**src/rtl/stack_pkg.sv**
```systemverilog
// Shared types and defaults for the two-requester stack arbiter.
package stack_pkg;

  localparam int unsigned DEPTH_DEFAULT = 32;
  localparam int unsigned WIDTH_DEFAULT = 8;

  typedef enum logic {
    OP_PUSH = 1'b0,
    OP_POP  = 1'b1
  } op_e;

  typedef enum logic {
    REQ_A = 1'b0,
    REQ_B = 1'b1
  } req_id_e;

  typedef enum logic [2:0] {
    IDLE,
    PUSH_WR,
    PUSH_INC,
    POP_DEC,
    POP_RD,
    RESP
  } state_e;

endpackage

```
**src/rtl/stack_mem.sv**
```systemverilog
// Stack storage: one synchronous write port, one asynchronous read port, no reset.
module stack_mem
  import stack_pkg::*;
#(
  parameter int unsigned DEPTH = DEPTH_DEFAULT,
  parameter int unsigned WIDTH = WIDTH_DEFAULT,
  localparam int unsigned AW   = $clog2(DEPTH)
) (
  input  logic             clk,
  input  logic             we,
  input  logic [AW-1:0]    waddr,
  input  logic [WIDTH-1:0] wdata,
  input  logic [AW-1:0]    raddr,
  output logic [WIDTH-1:0] rdata
);

  logic [WIDTH-1:0] mem [DEPTH];

  always_ff @(posedge clk) begin
    if (we) begin
      mem[waddr] <= wdata;
    end
  end

  assign rdata = mem[raddr];

endmodule

```
**src/rtl/stack_arbiter.sv**
```systemverilog
// Round-robin arbiter granting two requesters push/pop access to a shared stack,
// one operation at a time.
module stack_arbiter
  import stack_pkg::*;
#(
  parameter int unsigned DEPTH = DEPTH_DEFAULT,
  parameter int unsigned WIDTH = WIDTH_DEFAULT
) (
  input  logic                   clk,
  input  logic                   rst,
  input  logic                   a_req,
  input  logic                   a_op,
  input  logic [WIDTH-1:0]       a_wdata,
  output logic                   a_ack,
  output logic [WIDTH-1:0]       a_rdata,
  output logic                   a_err,
  input  logic                   b_req,
  input  logic                   b_op,
  input  logic [WIDTH-1:0]       b_wdata,
  output logic                   b_ack,
  output logic [WIDTH-1:0]       b_rdata,
  output logic                   b_err,
  output logic                   full,
  output logic                   empty,
  output logic [$clog2(DEPTH):0] count
);

  localparam int unsigned AW      = $clog2(DEPTH);
  localparam logic [AW:0] SP_ONE  = (AW+1)'(1);
  localparam logic [AW:0] SP_FULL = (AW+1)'(DEPTH);

  state_e           state, state_n;
  logic [AW:0]      sp;
  req_id_e          gnt_id, last_gnt, arb_id;
  op_e              arb_op;
  logic             arb_rej, gnt_rej, any_req, mem_we;
  logic [WIDTH-1:0] gnt_wdata, mem_rdata, a_rdata_q, b_rdata_q;

  // B wins only when alone or when A was the last one served.
  assign any_req = a_req | b_req;
  assign arb_id  = (b_req && (!a_req || last_gnt == REQ_A)) ? REQ_B : REQ_A;
  assign arb_op  = (arb_id == REQ_B) ? op_e'(b_op) : op_e'(a_op);
  assign arb_rej = (arb_op == OP_PUSH) ? full : empty;

  always_comb begin
    state_n = state;
    mem_we  = 1'b0;
    case (state)
      IDLE: begin
        if (any_req) begin
          if (arb_rej)                state_n = RESP;
          else if (arb_op == OP_PUSH) state_n = PUSH_WR;
          else                        state_n = POP_DEC;
        end
      end
      PUSH_WR: begin
        mem_we  = 1'b1;
        state_n = PUSH_INC;
      end
      PUSH_INC: state_n = RESP;
      POP_DEC:  state_n = POP_RD;
      POP_RD:   state_n = RESP;
      RESP:     state_n = IDLE;
      default:  state_n = IDLE;
    endcase
  end

  always_ff @(posedge clk) begin
    if (rst) begin
      state     <= IDLE;
      sp        <= '0;
      last_gnt  <= REQ_B;
      gnt_id    <= REQ_A;
      gnt_rej   <= 1'b0;
      gnt_wdata <= '0;
      a_rdata_q <= '0;
      b_rdata_q <= '0;
    end else begin
      state <= state_n;
      case (state)
        IDLE: begin
          if (any_req) begin
            gnt_id    <= arb_id;
            gnt_rej   <= arb_rej;
            gnt_wdata <= (arb_id == REQ_B) ? b_wdata : a_wdata;
          end
        end
        PUSH_INC: sp <= sp + SP_ONE;
        POP_DEC:  sp <= sp - SP_ONE;
        POP_RD: begin
          if (gnt_id == REQ_A) a_rdata_q <= mem_rdata;
          else                 b_rdata_q <= mem_rdata;
        end
        RESP:     last_gnt <= gnt_id;
        default: ;
      endcase
    end
  end

  stack_mem #(
    .DEPTH (DEPTH),
    .WIDTH (WIDTH)
  ) u_mem (
    .clk   (clk),
    .we    (mem_we),
    .waddr (sp[AW-1:0]),
    .wdata (gnt_wdata),
    .raddr (sp[AW-1:0]),
    .rdata (mem_rdata)
  );

  assign a_ack   = (state == RESP) && (gnt_id == REQ_A);
  assign b_ack   = (state == RESP) && (gnt_id == REQ_B);
  assign a_err   = a_ack && gnt_rej;
  assign b_err   = b_ack && gnt_rej;
  assign a_rdata = a_rdata_q;
  assign b_rdata = b_rdata_q;
  assign full    = (sp == SP_FULL);
  assign empty   = (sp == '0);
  assign count   = sp;

endmodule

```
**config.mk**
```make
export PLATFORM = sky130hd
export DESIGN_NAME = stack_arbiter
export DESIGN_NICKNAME = d
export VERILOG_FILES = /design/src/rtl/stack_pkg.sv /design/src/rtl/stack_mem.sv /design/src/rtl/stack_arbiter.sv
export SDC_FILE = /design/constraint.sdc
export NUM_CORES = 1
export LEC_CHECK = 0
export BUFFER_PORTS_ARGS = -buffer_cell sky130_fd_sc_hd__buf_2
export CAP_MARGIN = 20
export CORE_MARGIN = 10
export CORE_UTILIZATION = 30
export CTS_CLUSTER_SIZE = 30
export DETAILED_ROUTE_END_ITERATION = 16
export PLACE_DENSITY = 0.49
export SLEW_MARGIN = 10
export SYNTH_ARGS = -nofsm -noshare
export SYNTH_HDL_FRONTEND = slang
export SYNTH_SLANG_ARGS = --single-unit
export TNS_END_PERCENT = 1
```
**constraint.sdc**
```tcl
create_clock -name clk -period 5.3 [get_ports clk]
set_clock_uncertainty 0.1 [all_clocks]
set_input_delay 0.265 -clock clk [delete_from_list [all_inputs] [get_ports clk]]
set_output_delay 0.265 -clock clk [all_outputs]
set_load 0.01 [all_outputs]
```
==> metrics.txt, run 1 <==
Inst Count DP between 1,000 and 1,500; Die Ht ~220 um; final WL between 20 and 30 mm; Final HPWL DP 18.6 mm; switch share 0.247; ant diodes 0; internal power 4.07 mW; Unique masters post-synth 41; latest clock arrival within the worst-skew pair around 0.56 ns; total global-route track usage 0.120; Mapped Area between 10,000 and 15,000 um^2; sequential share of the synthesized area 0.716; Setup CP Type register to register; GPL Wtd Cong 0.753; clock buffer count from CTS 31; die area roughly 48,000 um^2; RSZ-0062 raised after global routing no; Synth top cells by count edfxtp_1 (256), mux2i_1 (137), a22oi_1 (65); Slowest cell on crit path dfxtp_4; layout cells sized above 1 0.151; cells after synthesis between 700 and 800; initial antenna violation count 0; Comb power frac 0.109; critical path endpoint category register; post-synth top area share 0.647; ys async rst share 0; Worst-path clk slew around 0.06 ns; Worst Tran Pin Value around 1.1 ns; final worst-path cycle share 0.532; syn_area_per_cell between 15 and 20 um^2; Leak Pwr roughly 4.3 nW; worst min path class input port to register; Setup-failing EPs final 0; CP Max Fanout 47; post-route ant nets 0; CTS resizes 0; hold_buf cts 12; Top Ports 50; leading area contributor after synthesis edfxtp_1; DRC 0; Max Fclk 355 MHz; setup_tns 0 ns; vias roughly 6,700; Vias/cell ~5; status complete, no violations; crit-path cells buf_4 -> mux2i_1 -> a22oi_1 -> a21oi_1 -> nor4_2 -> a22o_1; Maximum Capacitance Violations 0; VDD IR-drop max between 0.2 and 0.3 mV; Nets between 800 and 900; Setup Buffers After CTS 0; first drt pass iteration count 4; max incr delay on CP around 0.90 ns; total clock sinks between 200 and 300; CTS tree done; Data arrival, critical path ~3.2 ns; grt total ovfl 0; routed length per placed instance approximately 22 um; Chip Width between 200 and 250 um; YS warnings 0; Non-Filler Instances around 1,400; clk buf depth 3; top_reg_cell synth edfxtp_1; Final Hold Viols 0; initial DRC count ~450; Pins Over Slew Limit 0; largest net degree at the start of global routing between 40 and 50; required time worst endpoint 5.65 ns; crit path time final roughly 2.8 ns; synth top area cells edfxtp_1 (65%), mux2i_1 (12%), dfxtp_1 (6.9%); Syn-to-layout area delta 15.9%; most common cell in the netlist edfxtp_1; Net Sw Power approximately 1.3 mW; first-pass GRT wire length approximately 44 mm; sequential group share of total power 0.509; EDFF count, synth ~260; slew margin rel. 0.292; Clk pwr share 0.382; Rows a little over 70; Core ar. between 30,000 and 40,000 um^2; Seq cells post-synth just under 300; Post-Syn Nets slightly below 800; CP startpoint kind register; port bufs between 40 and 50; vias in the first global route 6,590; Starting Density 0.305; CTS root buffer clkbuf_16; pwr dens just under 400 nW/um^2; CTS H-tree depth 1
[metrics by stage]
step	util	worst slack, ns	hold WS, ns	power, mW	instance area (um^2)
finish	0.354	2.48	0.00177	5.41	13800
global route	0.354	2.38	0.0218	5.61	13800
CTS	0.353	2.50	0.000643	5.45	13700
detailed placement	0.325	2.49	0.356	3.38	12600
global placement	0.325	2.50	0.347	3.38	12600
floorplan	-	3.03	0.337	3.12	11900
[area by class of cell]
cell class              count  area [um^2]
clock inverters            12         86.3
multi-input cells         407         3120
flip-flops and latches    297         8510
inverters                   2         7.51
repair buffers             76          503
clock buffers              45          888
fillers                  3739        25100
well taps                 518          648
[cell usage in the layout, fill, tap and decap left out, types with 2 or more instances in the layout]
| cell type | synthesis | layout |
|---|---|---|
| a211oi_1 | 11 | 11 |
| a21o_1 | 3 | 3 |
| a21oi_1 | 40 | 40 |
| a22o_1 | 16 | 16 |
| a22oi_1 | 65 | 65 |
| buf_12 | 0 | 2 |
| buf_2 | 14 | 49 |
| buf_4 | 10 | 13 |
| clkbuf_1 | 15 | 8 |
| clkbuf_16 | 0 | 31 |
| clkbuf_8 | 0 | 6 |
| clkinv_1 | 0 | 4 |
| clkinv_2 | 0 | 5 |
| dfxtp_1 | 41 | 40 |
| dlygate4sd3_1 | 0 | 12 |
| edfxtp_1 | 256 | 256 |
| ha_1 | 4 | 4 |
| inv_1 | 2 | 2 |
| mux2i_1 | 137 | 137 |
| nand2_1 | 13 | 13 |
| nand2b_1 | 7 | 7 |
| nand3_1 | 3 | 3 |
| nand3b_1 | 5 | 5 |
| nor2_1 | 57 | 56 |
| nor2b_1 | 4 | 2 |
| nor2b_4 | 0 | 2 |
| nor3_1 | 4 | 4 |
| nor4_1 | 6 | 5 |
| nor4_2 | 8 | 9 |
| o21ai_0 | 2 | 2 |
| or3b_2 | 2 | 2 |
| xnor2_1 | 5 | 5 |
[worst max-delay path, delay by kind of cell (launching register included)]
| family | cells | cell delay, ns |
|---|---|---|
| DFF | 1 | 0.90 |
| buffers and inverters | 1 | 0.50 |
| and+or+nand+nor | 1 | 0.13 |
| AOI/OAI and AO/OA | 3 | 0.67 |
| muxes | 1 | 0.35 |
[state kept, by name (all words and copies together), names as in the netlist, named ones only]
name,count
count,6
gnt_rej,1
state,3
gnt_wdata,8
u_mem.mem,256
last_gnt,1
b_rdata,8
a_rdata,8
gnt_id,1
[worst paths after layout]
| path | cells after the start | slack (ns) | from | end |
|---|---|---|---|---|
| max | 6 | 2.48 | register | b_rdata[1]$_SDFFE_PP0P_ |
| min | 3 | 0.002 | b_wdata[0] | gnt_wdata[0]$_SDFFE_PP0P_ |
| max reg2reg | 6 | 2.48 | register | b_rdata[1]$_SDFFE_PP0P_ |
| min reg2reg | 2 | 0.37 | gnt_rej$_SDFFE_PP0P_ | gnt_rej$_SDFFE_PP0P_ |
[power by group through the flow]
stage                     clock network, mW  registers (mW)  logic [mW]
final                                  2.07            2.75       0.592
after global routing                   2.20            2.76       0.643
after CTS                              2.11            2.75       0.591
after detailed placement                  0            2.80       0.582
after global placement                    0            2.80       0.577
after floorplan                           0            2.81       0.312
[logic make-up (layout without fill, tap and decap cells)]
| family | count (synthesis) | after routing | share of synthesized area |
|---|---|---|---|
| compound gates | 143 | 143 | 0.0835 |
| simple gates | 117 | 117 | 0.0519 |
| xor+xnor | 5 | 5 | 0.00369 |
| flops | 297 | 297 | 0.716 |
| mux | 137 | 137 | 0.115 |
| buf+inv | 49 | 135 | 0.0233 |
| fa+ha+maj | 5 | 5 | 0.00590 |
[metal layers]
metal  GRT usage  vias to the layer above  wire [um]
met5           0                        -          0
met4      0.0253                        0        485
met3      0.0202                       38       1260
met2       0.196                      139      14500
met1       0.163                     3400      13500
li1            -                     3079          -
No activity file was read; power rests on OpenSTA's default activity.
==> run 2: changes to the inputs <==
--- a/config.mk
+++ b/config.mk
@@ -11,7 +11,7 @@
 export CORE_UTILIZATION = 30
 export CTS_CLUSTER_SIZE = 30
 export DETAILED_ROUTE_END_ITERATION = 16
-export PLACE_DENSITY = 0.49
+export PLACE_DENSITY = 0.5
 export SLEW_MARGIN = 10
 export SYNTH_ARGS = -nofsm -noshare
 export SYNTH_HDL_FRONTEND = slang
==> constraint.sdc (replaced) <==
create_clock -name clk -period 2.3 [get_ports clk]
set_clock_uncertainty 0.1 [all_clocks]
set_input_delay 0.115 -clock clk [delete_from_list [all_inputs] [get_ports clk]]
set_output_delay 0.115 -clock clk [all_outputs]
set_load 0.01 [all_outputs]
==> metrics.txt, run 2 (same netlist as run 1, synthesis figures left out) <==
GPL Wtd Cong 0.781 (+3.7%); Largest delay share family, worst path simple AND/OR/NAND/NOR gates; Max Fclk about 460 MHz; Vias/cell 4.79 (-2.3%); grt total ovfl 0 (unchanged); layout cells sized above 1 0.213 (+0.0618); CTS root buffer clkbuf_16; Die Ht 219 um (unchanged); worst min path class input port to register; Setup CP Type register to output pin; Hold Path Stages 5 (+2); vias 6,908 (+3.8%); slew margin rel. 0.519 (+0.227); Maximum Capacitance Violations 0 (unchanged); Pins Over Slew Limit 0 (unchanged); most frequent cells in the layout edfxtp_1 (256), mux2i_1 (137), buf_4 (74); initial DRC count 522 (+17%); Worst-path clk slew 0.06 ns (about the same); sum of buffers and inverters on the critical path 2 (+1); Core ar. 38,900 um^2 (unchanged); Syn-to-layout area delta 23.2%; Chip Width 219 um (unchanged); dpl ws 0.122 ns (-2.36 ns); Worst R2R Setup Slack 0.14 ns (-2.34 ns); total global-route track usage 0.121 (+0.00117); Rows 72 (unchanged); post-route ant nets 0 (unchanged); CTS tree done; worst r2r path cells 8 (+2); sequential cell area 8510 um^2 (unchanged); Data arrival, critical path 1.98 ns (-1.19 ns); Nets 929 (+10%); Setup Buffers After CTS 0 (unchanged); CTS H-tree depth 2 (+1); VDD IR-drop max 0.823 mV (+210%); CP Max Fanout 8 (-83%); Final Hold Viols 0 (unchanged); Final WS setup 0.103 ns (-2.38 ns); die area 48,000 um^2 (unchanged); first-pass GRT wire length 44.0 mm (+1.0%); Top reg by flops u_mem.mem; CP startpoint kind register; Inst Count DP 1,361 (+5.8%); FF-to-FF End b_rdata[1]$_SDFFE_PP0P_; initial antenna violation count 0 (unchanged); Final HPWL DP 18.7 mm (+0.45%); port bufs 49 (unchanged); # fillers 3,731 (-0.21%); WHS Endpoint state[2]$_SDFFE_PP0P_; clk buf depth 3 (unchanged); Leak Pwr 4.81 nW (+11%); final WL 29.6 mm (-0.35%); Multi-input gate area 3120 um^2 (about the same); Worst Tran Pin Value 0.721 ns (-0.333 ns); first drt pass iteration count 4 (unchanged); Top Ports 50 (unchanged); required time worst endpoint 2.09 ns (-3.56 ns); clock buffer count from CTS 35 (+13%); critical path endpoint category output pin; vias in the first global route 7,013 (+6.4%); largest net degree at the start of global routing 34 (-29%); number of flip-flops in the largest register 256 (unchanged); final worst-path cycle share 0.955; ant diodes 0 (unchanged); commonest non-fill, non-tap cell in the layout edfxtp_1; crit path time final between 2 and 2.5 ns; max incr delay on CP 0.46 ns (-0.44 ns); Hold Crit Start a_op; setup_tns 0 ns (unchanged); Setup-failing EPs final 0 (unchanged); routed length per placed instance 20.6 um (-6.2%); Starting Density 0.305 (unchanged); crit-path cells buf_4 -> or3_4 -> nor3_4 -> and2_1 -> buf_2; Slowest cell on crit path or3_4; RSZ-0062 raised after global routing no; latest clock arrival within the worst-skew pair 0.51 ns (-0.05 ns); total clock sinks 297 (unchanged); DRC 0 (unchanged); Non-Filler Instances 1,442 (+6.3%); status complete, no violations; pwr dens 885 nW/um^2 (+130%)
==> run 2: what timing repair did <==
action                                  in CTS  in global routing
endpoints found under the setup margin       2                  3
pin swaps                                    0                  0
endpoints found under the hold margin       15                  0
hold buffers                                22                  0
gates resized for setup                      1                  3
==> run 2: final cells by class <==
type                            instances  share of cell area
Clock buffer                           49              0.0664
Tap cell                              518              0.0443
Timing Repair Buffer                  159              0.0890
Inverter                                2            0.000513
Clock inverter                         10             0.00462
Sequential cell                       297               0.582
Multi-Input combinational cell        407               0.213
==> run 2: stage by stage <==
stage | total power, mW | hold slack (ns) | cell area (um^2) | util
finish | 12.9 | 0.0330 | 14600 | 0.376
global route | 13.4 | 0.0600 | 14600 | 0.376
CTS | 13.1 | 0.0120 | 14600 | 0.376
detailed placement | 7.99 | 0.357 | 13400 | 0.343
global placement | 7.98 | 0.353 | 13400 | 0.343
floorplan | 7.20 | 0.188 | 11900 | -
==> run 2: how the worst max path moves through the flow <==
stage                       endpoint  cells past startpoint  slack (ns)                   from
2_1_floorplan  count[5]$_SDFFE_PP0N_                      9        0.03  state[0]$_SDFFE_PP0P_
3_3_place_gp   count[5]$_SDFFE_PP0N_                      8        0.16  state[2]$_SDFFE_PP0P_
3_5_place_dp   count[5]$_SDFFE_PP0N_                      8        0.12  state[2]$_SDFFE_PP0P_
4_1_cts                        empty                      4        0.03  count[2]$_SDFFE_PP0N_
5_1_grt                         full                      5        0.03  count[2]$_SDFFE_PP0N_
6_report                        full                      5        0.10  count[2]$_SDFFE_PP0N_
==> run 2: per-layer routing <==
metal / global-route usage / up-vias / part of all wire
met5: 0 / - / 0
met4: 0.0361 / 0 / 0.023
met3: 0.0227 / 50 / 0.048
met2: 0.194 / 135 / 0.48
met1: 0.163 / 3477 / 0.45
li1: - / 3246 / -
==> run 2: worst reg2reg max path: stages (launching register included) <==
cell,delay (ns)
dfxtp_4,0.37
buf_12,0.22
buf_12,0.16
mux2i_1,0.21
a22oi_1,0.11
a21oi_1,0.39
nor4_2,0.11
buf_4,0.17
a22o_1,0.20
==> run 2: power breakdown <==
| group | internal, mW | switching (mW) | leakage [nW] |
|---|---|---|---|
| Sequential | 6.18 | 0.113 | 2.68 |
| Clock | 3.03 | 2.01 | 0.505 |
| Combinational | 0.607 | 0.998 | 1.63 |
==> run 3: changes to the inputs <==
--- a/config.mk
+++ b/config.mk
@@ -5,6 +5,7 @@
 export SDC_FILE = /design/constraint.sdc
 export NUM_CORES = 1
 export LEC_CHECK = 0
+export ABC_AREA = 1
 export BUFFER_PORTS_ARGS = -buffer_cell sky130_fd_sc_hd__buf_2
 export CAP_MARGIN = 20
 export CORE_MARGIN = 10
==> metrics.txt, run 3 <==
GPL Wtd Cong 0.789 (+1.1%); sequential share of the synthesized area 0.699 (-0.0176); Die Ht 221 um (+1.1%); RSZ-0062 raised after global routing yes; slew margin rel. 0.657 (+0.139); most common cell in the netlist nand2_1; most used cell, CP a21oi_1; final worst-path cycle share 0.950 (-0.00521); CP Max Fanout 11 (+3); synth top area cells edfxtp_1 (63%), nand2_1 (11%), nand3_1 (9.1%); worst r2r src state[1]$_SDFFE_PP0P_; Non-Filler Instances 1,776 (+23%); first-pass GRT wire length 51.6 mm (+17%); ant diodes 0 (unchanged); worst r2r path cells 7 (-1); grt total ovfl 0 (unchanged); routed length per placed instance 18.8 um (-8.5%); syn_area_per_cell 11.0 um^2 (-31%); Inst Count DP 1,692 (+24%); post-synth top area share 0.631 (-0.0159); EDFF count, synth 256 (unchanged); initial DRC count 615 (+18%); Setup-failing EPs final 0 (unchanged); Multi-input gate area 3220 um^2 (+3.1%); most frequent cells in the layout nand2_1 (358), edfxtp_1 (256), nand3_1 (221); pwr dens 1280 nW/um^2 (+45%); final design utilization 0.367 (-0.00848); crit path time final 2.19 ns (-0.0120 ns); Starting Density 0.305 (about the same); CTS H-tree depth 2 (unchanged); Nets 1,252 (+35%); Seq cells post-synth 297 (unchanged); Setup CP Type register to register; layout cells sized above 1 0.137 (-0.0757); crit path from state[1]$_SDFFE_PP0P_; Final Hold Viols 0 (unchanged); VDD IR-drop max 1.03 mV (+25%); Rows 73 (+1.4%); Power Total 18.8 mW (+46%); critical path endpoint category register; latest clock arrival within the worst-skew pair 0.51 ns (about the same); die area 49,100 um^2 (+2.3%); vias in the first global route 8,609 (+23%); Chip Width 221 um (+1.1%); YS warnings 0 (unchanged); Leak Pwr 5.58 nW (+16%); Unique masters post-synth 28 (-32%); CTS tree done; Max Fclk 458 MHz (+0.55%); Slowest cell on crit path dlygate4sd3_1; clock buffer count from CTS 35 (unchanged); Vias/cell 4.77 (-0.34%); Hold Path Stages 7 (+2); CP startpoint kind register; sequential cell area 8510 um^2 (about the same); Pins Over Slew Limit 0 (unchanged); worst min path class input port to register; # fillers 3,972 (+6.5%); DRC 0 (unchanged); Maximum Capacitance Violations 0 (unchanged); Mapped Area 12,200 um^2 (+2.5%); CTS root buffer clkbuf_16; port bufs 49 (unchanged); final WL 33.4 mm (+13%); Data arrival, critical path 2.48 ns (+0.50 ns); Post-Syn Nets 1,139 (+46%); Synth top cells by count nand2_1 (358), edfxtp_1 (256), nand3_1 (221); first drt pass iteration count 5 (+1); Setup Buffers After CTS 0 (unchanged); Core ar. 39,900 um^2 (+2.6%); Final HPWL DP 20.7 mm (+11%); Hold Crit Start b_op; number of flip-flops in the largest register 256 (unchanged); total clock sinks 297 (unchanged); clk buf depth 3 (unchanged); Worst Tran Pin Value 0.513 ns (-0.207 ns); top_reg_cell synth edfxtp_1; leading area contributor after synthesis edfxtp_1; Worst R2R Setup Slack 0.11 ns (-0.03 ns); Syn-to-layout area delta 20.4%; Top Ports 50 (unchanged); cells after synthesis 1,112 (+48%); vias 8,479 (+23%); initial antenna violation count 0 (unchanged); Top reg by flops u_mem.mem; largest net degree at the start of global routing 68 (+100%); total global-route track usage 0.132 (+0.0112); commonest non-fill, non-tap cell in the layout nand2_1; ys async rst share 0 (unchanged); Worst-path clk slew 0.06 ns (about the same); max incr delay on CP 0.55 ns (+0.09 ns); required time worst endpoint 2.59 ns (+0.50 ns); post-route ant nets 0 (unchanged); status complete, no violations; crit-path cells nor2_2 -> nand2_1 -> a21oi_4 -> inv_1 -> a21oi_1 -> a21oi_1 -> dlygate4sd3_1
[run 3: logic make-up (layout without fill, tap and decap cells)]
family / after synthesis / count (layout) / share of synthesized area
AOI/OAI and AO/OA: 79 / 79 / 0.0341
buffers and inverters: 92 / 231 / 0.0374
xor gates and xnor gates: 3 / 3 / 0.00216
DFF: 297 / 297 / 0.699
adders and majority gates: 5 / 5 / 0.00575
and+or+nand+nor: 636 / 636 / 0.222
[run 3: power by group]
group	switching, mW	leakage, nW	total (mW)	internal (mW)
clock network	2.12	0.538	5.46	3.34
logic	4.56	2.36	6.35	1.78
registers	0.299	2.68	7.04	6.74
total	6.98	5.58	18.8	11.9
[run 3: layout make-up]
type / instances / area share
flip-flops and latches: 297 / 0.580
multi-input cells: 723 / 0.220
repair buffers: 136 / 0.0700
clock buffers: 49 / 0.0647
well taps: 525 / 0.0448
clock inverters: 14 / 0.0123
inverters: 32 / 0.00828
[run 3: through the flow]
step | hold slack [ns] | area (um^2) | setup WS [ns] | TNS [ns]
after global placement | 0.242 | 13300 | 0.291 | 0
final | 0.0547 | 14700 | 0.115 | 0
after floorplan | 0.0841 | 12200 | 0.396 | 0
after CTS | 0.0374 | 14700 | 0.132 | 0
after global routing | 0.106 | 14700 | -0.0962 | -0.418
after detailed placement | 0.241 | 13300 | 0.278 | 0
[run 3: repair_timing]
action,CTS,global route
endpoints found under the hold margin,13,0
setup endpoints to repair,0,8
gates resized for setup,0,1
hold buffers,21,0
[run 3: worst paths after layout]
check,to
max,gnt_wdata[1]$_SDFFE_PP0P_
min,state[1]$_SDFFE_PP0P_
max reg2reg,gnt_wdata[1]$_SDFFE_PP0P_
min reg2reg,last_gnt$_SDFFE_PP1N_
[run 3: critical path: cells and delay by family, from the launching register on]
kind | cells | cell delay, ns
buffers and inverters | 2 | 0.78
AO/OA/AOI/OAI | 3 | 0.52
flip-flops | 1 | 0.36
AND/OR/NAND/NOR | 2 | 0.30
[run 3: routing by layer]
layer,vias up,wire length (um),GRT usage,share of wire
li1,4092,-,-,-
met1,4144,15200,0.175,0.45
met2,206,16200,0.221,0.49
met3,37,1380,0.0196,0.041
met4,0,613,0.0343,0.018
met5,-,0,0,0
